$ cat src/rtl/max_pool_stream_if.sv
// Pixel-in / pooled-pixel-out stream bundle plus frame start/busy/done control
// for max_pool_stream_ctrl.
interface max_pool_stream_if #(
    parameter int unsigned DW = 13
);
    logic          start;
    logic          busy;
    logic          done;
    logic [DW-1:0] in_data;
    logic          in_valid;
    logic          in_ready;
    logic [DW-1:0] out_data;
    logic          out_valid;
    logic          out_ready;

    modport master (
        output start, in_data, in_valid, out_ready,
        input  busy, done, in_ready, out_data, out_valid
    );

    modport slave (
        input  start, in_data, in_valid, out_ready,
        output busy, done, in_ready, out_data, out_valid
    );
endinterface

$ cat src/rtl/max_pool_stream_ctrl.sv
// 2x2 / stride-2 streaming max pool over one IMG_W x IMG_H frame of signed pixels.
// Optional fused ReLU on the output register: define MAX_POOL_RELU_EN.
module max_pool_stream_ctrl #(
    parameter int unsigned INTEGER_BITS     = 9,
    parameter int unsigned FIXED_POINT_BITS = 4,
    parameter int unsigned IMG_W            = 28,
    parameter int unsigned IMG_H            = 28
) (
    input  logic             clk,
    input  logic             rst_n,
    max_pool_stream_if.slave bus
);
    localparam int unsigned DW       = INTEGER_BITS + FIXED_POINT_BITS;
    localparam int unsigned CW       = $clog2(IMG_W);
    localparam int unsigned RW       = $clog2(IMG_H);
    localparam int unsigned LB_DEPTH = IMG_W / 2;
    localparam int unsigned LBW      = (LB_DEPTH > 1) ? $clog2(LB_DEPTH) : 1;
    localparam logic [DW-1:0] MIN_VAL = {1'b1, {(DW-1){1'b0}}};

    typedef enum logic [1:0] {
        IDLE     = 2'd0,
        EVEN_ROW = 2'd1,
        ODD_ROW  = 2'd2,
        FLUSH    = 2'd3
    } state_t;

    state_t        state_q, state_d;
    logic [CW-1:0] col_q, col_d;
    logic [RW-1:0] row_q, row_d;
    logic [DW-1:0] pair_q, pair_d;
    logic          busy_q, busy_d;
    logic          done_q, done_d;
    logic          out_valid_q, out_valid_d;
    logic [DW-1:0] out_data_q, out_data_d;

    logic [DW-1:0]  line_buf [LB_DEPTH];
    logic [LBW-1:0] lb_idx;
    logic           lb_we;
    logic [DW-1:0]  lb_rd;
    logic [DW-1:0]  pair_max;
    logic [DW-1:0]  win_max;
    logic [DW-1:0]  pooled;
    logic           in_ready_c;
    logic           accept;

    function automatic logic [DW-1:0] smax(input logic [DW-1:0] a, input logic [DW-1:0] b);
        return ($signed(a) > $signed(b)) ? a : b;
    endfunction

    assign lb_idx   = LBW'(col_q >> 1);
    assign lb_rd    = line_buf[lb_idx];
    assign pair_max = smax(pair_q, bus.in_data);
    assign win_max  = smax(pair_max, lb_rd);

`ifdef MAX_POOL_RELU_EN
    assign pooled = win_max[DW-1] ? '0 : win_max;
`else
    assign pooled = win_max;
`endif

    // Stall input whenever a pooled pixel is waiting and not being taken this cycle.
    assign in_ready_c = busy_q & (state_q != FLUSH) & ~(out_valid_q & ~bus.out_ready);
    assign accept     = bus.in_valid & in_ready_c;

    always_comb begin
        state_d     = state_q;
        col_d       = col_q;
        row_d       = row_q;
        pair_d      = pair_q;
        busy_d      = busy_q;
        done_d      = 1'b0;
        out_valid_d = out_valid_q & ~bus.out_ready;
        out_data_d  = out_data_q;
        lb_we       = 1'b0;

        case (state_q)
            IDLE: begin
                if (bus.start) begin
                    state_d = EVEN_ROW;
                    busy_d  = 1'b1;
                    col_d   = '0;
                    row_d   = '0;
                end
            end
            EVEN_ROW, ODD_ROW: begin
                if (accept) begin
                    if (!col_q[0]) begin
                        pair_d = bus.in_data;
                    end else if (state_q == EVEN_ROW) begin
                        lb_we = 1'b1;
                    end else begin
                        out_data_d  = pooled;
                        out_valid_d = 1'b1;
                    end

                    if (col_q == CW'(IMG_W - 1)) begin
                        col_d = '0;
                        if (row_q == RW'(IMG_H - 1)) begin
                            row_d   = '0;
                            state_d = FLUSH;
                        end else begin
                            row_d   = row_q + 1'b1;
                            state_d = (state_q == EVEN_ROW) ? ODD_ROW : EVEN_ROW;
                        end
                    end else begin
                        col_d = col_q + 1'b1;
                    end
                end
            end
            FLUSH: begin
                if (!out_valid_q || bus.out_ready) begin
                    state_d = IDLE;
                    busy_d  = 1'b0;
                    done_d  = 1'b1;
                end
            end
            default: state_d = IDLE;
        endcase
    end

    always_ff @(posedge clk or negedge rst_n) begin
        if (!rst_n) begin
            state_q     <= IDLE;
            col_q       <= '0;
            row_q       <= '0;
            pair_q      <= MIN_VAL;
            busy_q      <= 1'b0;
            done_q      <= 1'b0;
            out_valid_q <= 1'b0;
            out_data_q  <= '0;
        end else begin
            state_q     <= state_d;
            col_q       <= col_d;
            row_q       <= row_d;
            pair_q      <= pair_d;
            busy_q      <= busy_d;
            done_q      <= done_d;
            out_valid_q <= out_valid_d;
            out_data_q  <= out_data_d;
        end
    end

    // Even-row pair maxima; contents are rewritten before every read, so no reset.
    always_ff @(posedge clk) begin
        if (lb_we) begin
            line_buf[lb_idx] <= pair_max;
        end
    end

    assign bus.in_ready  = in_ready_c;
    assign bus.busy      = busy_q;
    assign bus.done      = done_q;
    assign bus.out_valid = out_valid_q;
    assign bus.out_data  = out_data_q;
endmodule

$ cat src/flat_wrapper.sv
// flat-port wrapper written by rule: the top's interface ports become plain ports
module max_pool_stream_ctrl_flat 
#(
    parameter int unsigned INTEGER_BITS     = 9,
    parameter int unsigned FIXED_POINT_BITS = 4,
    parameter int unsigned IMG_W            = 28,
    parameter int unsigned IMG_H            = 28
)
  (clk, rst_n, bus_start, bus_in_data, bus_in_valid, bus_out_ready, bus_busy, bus_done, bus_in_ready, bus_out_data, bus_out_valid);
  max_pool_stream_if #(.DW((13))) bus_i ();
  input  logic clk;
  input  logic rst_n;
  input wire logic [$bits(bus_i.start)-1:0] bus_start;
  input wire logic [$bits(bus_i.in_data)-1:0] bus_in_data;
  input wire logic [$bits(bus_i.in_valid)-1:0] bus_in_valid;
  input wire logic [$bits(bus_i.out_ready)-1:0] bus_out_ready;
  output wire logic [$bits(bus_i.busy)-1:0] bus_busy;
  output wire logic [$bits(bus_i.done)-1:0] bus_done;
  output wire logic [$bits(bus_i.in_ready)-1:0] bus_in_ready;
  output wire logic [$bits(bus_i.out_data)-1:0] bus_out_data;
  output wire logic [$bits(bus_i.out_valid)-1:0] bus_out_valid;
  assign bus_i.start = bus_start;
  assign bus_i.in_data = bus_in_data;
  assign bus_i.in_valid = bus_in_valid;
  assign bus_i.out_ready = bus_out_ready;
  assign bus_busy = bus_i.busy;
  assign bus_done = bus_i.done;
  assign bus_in_ready = bus_i.in_ready;
  assign bus_out_data = bus_i.out_data;
  assign bus_out_valid = bus_i.out_valid;
  max_pool_stream_ctrl #(.INTEGER_BITS(INTEGER_BITS), .FIXED_POINT_BITS(FIXED_POINT_BITS), .IMG_W(IMG_W), .IMG_H(IMG_H)) u_core (.clk(clk), .rst_n(rst_n), .bus(bus_i));
endmodule
$ cat config.mk
export PLATFORM = sky130hd
export DESIGN_NAME = max_pool_stream_ctrl_flat
export DESIGN_NICKNAME = d
export VERILOG_FILES = /design/src/rtl/max_pool_stream_if.sv /design/src/rtl/max_pool_stream_ctrl.sv /design/src/flat_wrapper.sv
export SDC_FILE = /design/constraint.sdc
export NUM_CORES = 1
export LEC_CHECK = 0
export BUFFER_PORTS_ARGS = -buffer_cell sky130_fd_sc_hd__buf_2
export CAP_MARGIN = 20
export CORE_MARGIN = 2
export CORE_UTILIZATION = 30
export CTS_CLUSTER_DIAMETER = 100
export DETAILED_ROUTE_END_ITERATION = 16
export GPL_TIMING_DRIVEN = 1
export PLACE_DENSITY = 0.56
export SLEW_MARGIN = 20
export SYNTH_ARGS = -nofsm -noshare
export SYNTH_HDL_FRONTEND = slang
export SYNTH_SLANG_ARGS = --single-unit
$ cat constraint.sdc
create_clock -name clk -period 5.1 [get_ports clk]
set_clock_uncertainty 0.05 [all_clocks]
set_input_delay 0.765 -clock clk [delete_from_list [all_inputs] [get_ports clk]]
set_output_delay 0.765 -clock clk [all_outputs]
set_load 0.05 [all_outputs]
==> results by group <==
Die
  • Die height: 185 µm
  • Die width: 185 µm
  • Initial Util: 0.304
  • IO Count: 35
  • Die area: 0.0343 mm²
  • Row count: 66
  • Core area: 0.0325 mm²

Synthesis
  • Cells after synthesis: 637
  • Area contributors post-synth: edfxtp_1, dfrtp_1, mux4_2
  • Syn avg cell area: 15.5 µm²
  • Count of cell types in the netlist: 49
  • Seq/Total Area, Yosys: 0.659
  • Synth area leader: edfxtp_1
  • Synth Cell Area: 0.00985 mm²
  • Syn nets: 688
  • Post-synth top area share: 0.555
  • Synth warn: 0
  • Flops & latches, synth: 223

Timing
  • Setup violators final: 0
  • F_max: 215 MHz
  • Final slew viol count: 0
  • Fin crit period: 4.66 ns
  • Hold WS: 0.0957 ns
  • Final period util: 0.913
  • RSZ-0062 raised after global routing: false
  • Worst slew margin: 0.510
  • Final hold vios: 0
  • Worst Max-Slew Pin Slew: 0.735 ns

CTS
  • Cts-stage hold buffer count: 0
  • Reg clk slew, reported paths: 0.06 ns
  • CTS tree: done
  • Clk_lat worst skew: 0.52 ns
  • CTS H-tree depth: 1
  • CTS root buf: clkbuf_16
  • Clock buffer depth: 3
  • Setup Fix Bufs, Post-CTS: 0
  • CTS Buf Count: 24
  • CTS resizes: 0
  • # clock sinks: 223

Layout
  • Layout Nets: 768
  • Area grow syn2layout: 18.3%
  • Commonest non-fill, non-tap cells in the layout: edfxtp_1, nor2_1, buf_4
  • Post-layout util: 0.359
  • Ant diodes: 0
  • Layout cell share with drive strength beyond 1: 0.262
  • Commonest non-fill, non-tap cell in the layout: edfxtp_1

Route
  • Via count: 5503
  • DRC viols: 0
  • DR iter-0 viols: 356
  • Pre-Repair DR Iteration Count: 4
  • WL final: 20700 µm
  • Antenna-violating nets left: 0
  • Via density per instance: 4.68
  • WL/cell: 17.6 µm

Power and ir drop
  • Maximum vdd drop: 0.223 mV
  • Clock power frac: 0.249
  • Total net switching power: 2.28 mW
  • Net Sw Frac: 0.342
  • Pint: 4.38 mW
  • Sequential share of power: 0.392
  • Gate power share: 0.359
  • P_leak: 4.19 nW
  • Power per cell area: 571 mW/mm²

Placed design
  • Port-buffer cells: 34
  • HPWL after DPL: 13800 µm
  • Global placement routability congestion: 0.766

Critical path
  • Data arrival, critical path: 4.97 ns
  • Crit Path Class: reg2reg
  • Worst Setup End Kind: flop
  • CP Launch Type: flop
  • Worst Path Max Fanout: 13
  • CP Data Required Time: 5.41 ns

Global route
  • Vias in the first global route: 5640
  • Gr ovfl total: 0
  • GRT Resource Usage Total: 0.122
  • Global-route wire length before repair: 32100 µm
  • Antenna violations before repair: 0
  • Largest net degree at the start of global routing: 42

Min path
  • Hold Path Class: in2async

Job
  • Max cap viols: 0

Status
  • Status: finished clean
==> routing by layer <==
metal,part of all wire,global-route usage,vias to the layer above
met3,0.044,0.0179,23
met2,0.50,0.211,95
li1,-,-,2613
met4,0.014,0.0232,0
met1,0.44,0.165,2772
met5,0,0,-
==> power by group through the flow <==
stage / clock network, mW / logic, mW / registers (mW)
after floorplan: 0 / 1.58 / 2.66
after global placement: 0 / 2.39 / 2.65
after detailed placement: 0 / 2.41 / 2.65
after CTS: 1.70 / 2.42 / 2.61
after global routing: 1.78 / 2.68 / 2.63
final: 1.65 / 2.39 / 2.61
==> sequential cells by signal, indices dropped and copies added (netlist names) <==
name,flops
u_core.col_q,5
u_core.bus.out_data,13
u_core.bus.out_valid,1
u_core.line_buf,182
u_core.bus.busy,1
u_core.state_q,2
u_core.row_q,5
u_core.pair_q,13
u_core.bus.done,1
==> final timing paths <==
kind | startpoint | endpoint | slack, ns | depth (start not counted)
worst max-delay path | u_core.pair_q[12]$_DFFE_PN1P_ | u_core.bus.out_data[1]$_DFFE_PN0P_ | 0.44 | 17
worst min-delay path | rst_n | u_core.col_q[4]$_DFFE_PN0P_ | 0.1 | 1
worst max register to register | u_core.pair_q[12]$_DFFE_PN1P_ | u_core.bus.out_data[1]$_DFFE_PN0P_ | 0.44 | 17
worst min register to register | u_core.bus.out_data[5]$_DFFE_PN0P_ | u_core.bus.out_data[5]$_DFFE_PN0P_ | 0.44 | 2
max in group asynchronous | rst_n | u_core.pair_q[12]$_DFFE_PN1P_ | 4.39 | 2
min in group clk | u_core.bus.out_data[5]$_DFFE_PN0P_ | u_core.bus.out_data[5]$_DFFE_PN0P_ | 0.44 | 2
==> area by class of cell <==
type	count	area (µm²)
Fill cell	3070	20800
Sequential cell	223	6500
Multi-Input combinational cell	350	3120
Clock buffer	29	629
Timing Repair Buffer	83	601
Tap cell	442	553
Inverter	35	131
Clock inverter	13	125
==> worst max-delay path: stages (launching register included) <==
cell	delay (ns)
dfstp_2	0.54
ha_1	0.24
buf_4	0.17
a21oi_1	0.21
o221ai_1	0.20
nor2b_1	0.19
a21o_1	0.18
buf_12	0.15
mux2i_1	0.33
inv_1	0.11
ha_1	0.34
nand4_2	0.14
nor3_1	0.06
or3_1	0.36
or4_4	0.52
a31oi_1	0.16
or2_2	0.37
o221ai_1	0.16
==> synthesized netlist by cell type, drive strengths merged <==
| cell type | instances |
|---|---|
| o21a | 1 |
| nor3 | 10 |
| o211ai | 2 |
| dfstp | 1 |
| o41ai | 2 |
| edfxtp | 182 |
| inv | 35 |
| a21oi | 37 |
| mux4 | 40 |
| mux2i | 37 |
| o21ai | 19 |
| nor2b | 5 |
| nand3 | 12 |
| a311o | 1 |
| nand3b | 2 |
| a211o | 1 |
| o22ai | 2 |
| o221ai | 14 |
| and2 | 4 |
| nand2 | 37 |
| a22o | 1 |
| o211a | 1 |
| or3 | 2 |
| dfrtp | 40 |
| buf | 12 |
| clkbuf | 17 |
| mux2 | 14 |
| or4 | 3 |
| or2 | 2 |
| ha | 33 |
| nor2 | 47 |
| nand2b | 7 |
| a21o | 2 |
| a311oi | 1 |
| a31oi | 1 |
| a211oi | 1 |
| and3 | 2 |
| o31ai | 2 |
| nand4 | 5 |
==> kinds of logic (layout without fill, tap and decap cells) <==
| logic type | count (synthesis) | in the layout | synth area share |
|---|---|---|---|
| buffers and inverters | 64 | 160 | 0.0274 |
| adder cells (fa/ha/maj) | 33 | 33 | 0.0419 |
| flip-flops | 223 | 223 | 0.659 |
| AO/OA/AOI/OAI | 88 | 88 | 0.0617 |
| AND/OR/NAND/NOR | 138 | 138 | 0.0651 |
| multiplexers | 91 | 91 | 0.145 |
==> per-stage QoR <==
step                      power (mW)  area, µm²  instances  setup WS, ns  setup TNS [ns]
after floorplan                 4.24       9850        637         0.126               0
after global placement          5.04      10900       1132        0.0589               0
after detailed placement        5.06      10900       1132       -0.0321         -0.0593
after CTS                       6.73      11600       1174         0.415               0
after global routing            7.09      11700       1175         0.105               0
final                           6.65      11700       1175         0.444               0
No activity file was read; power rests on OpenSTA's default activity.
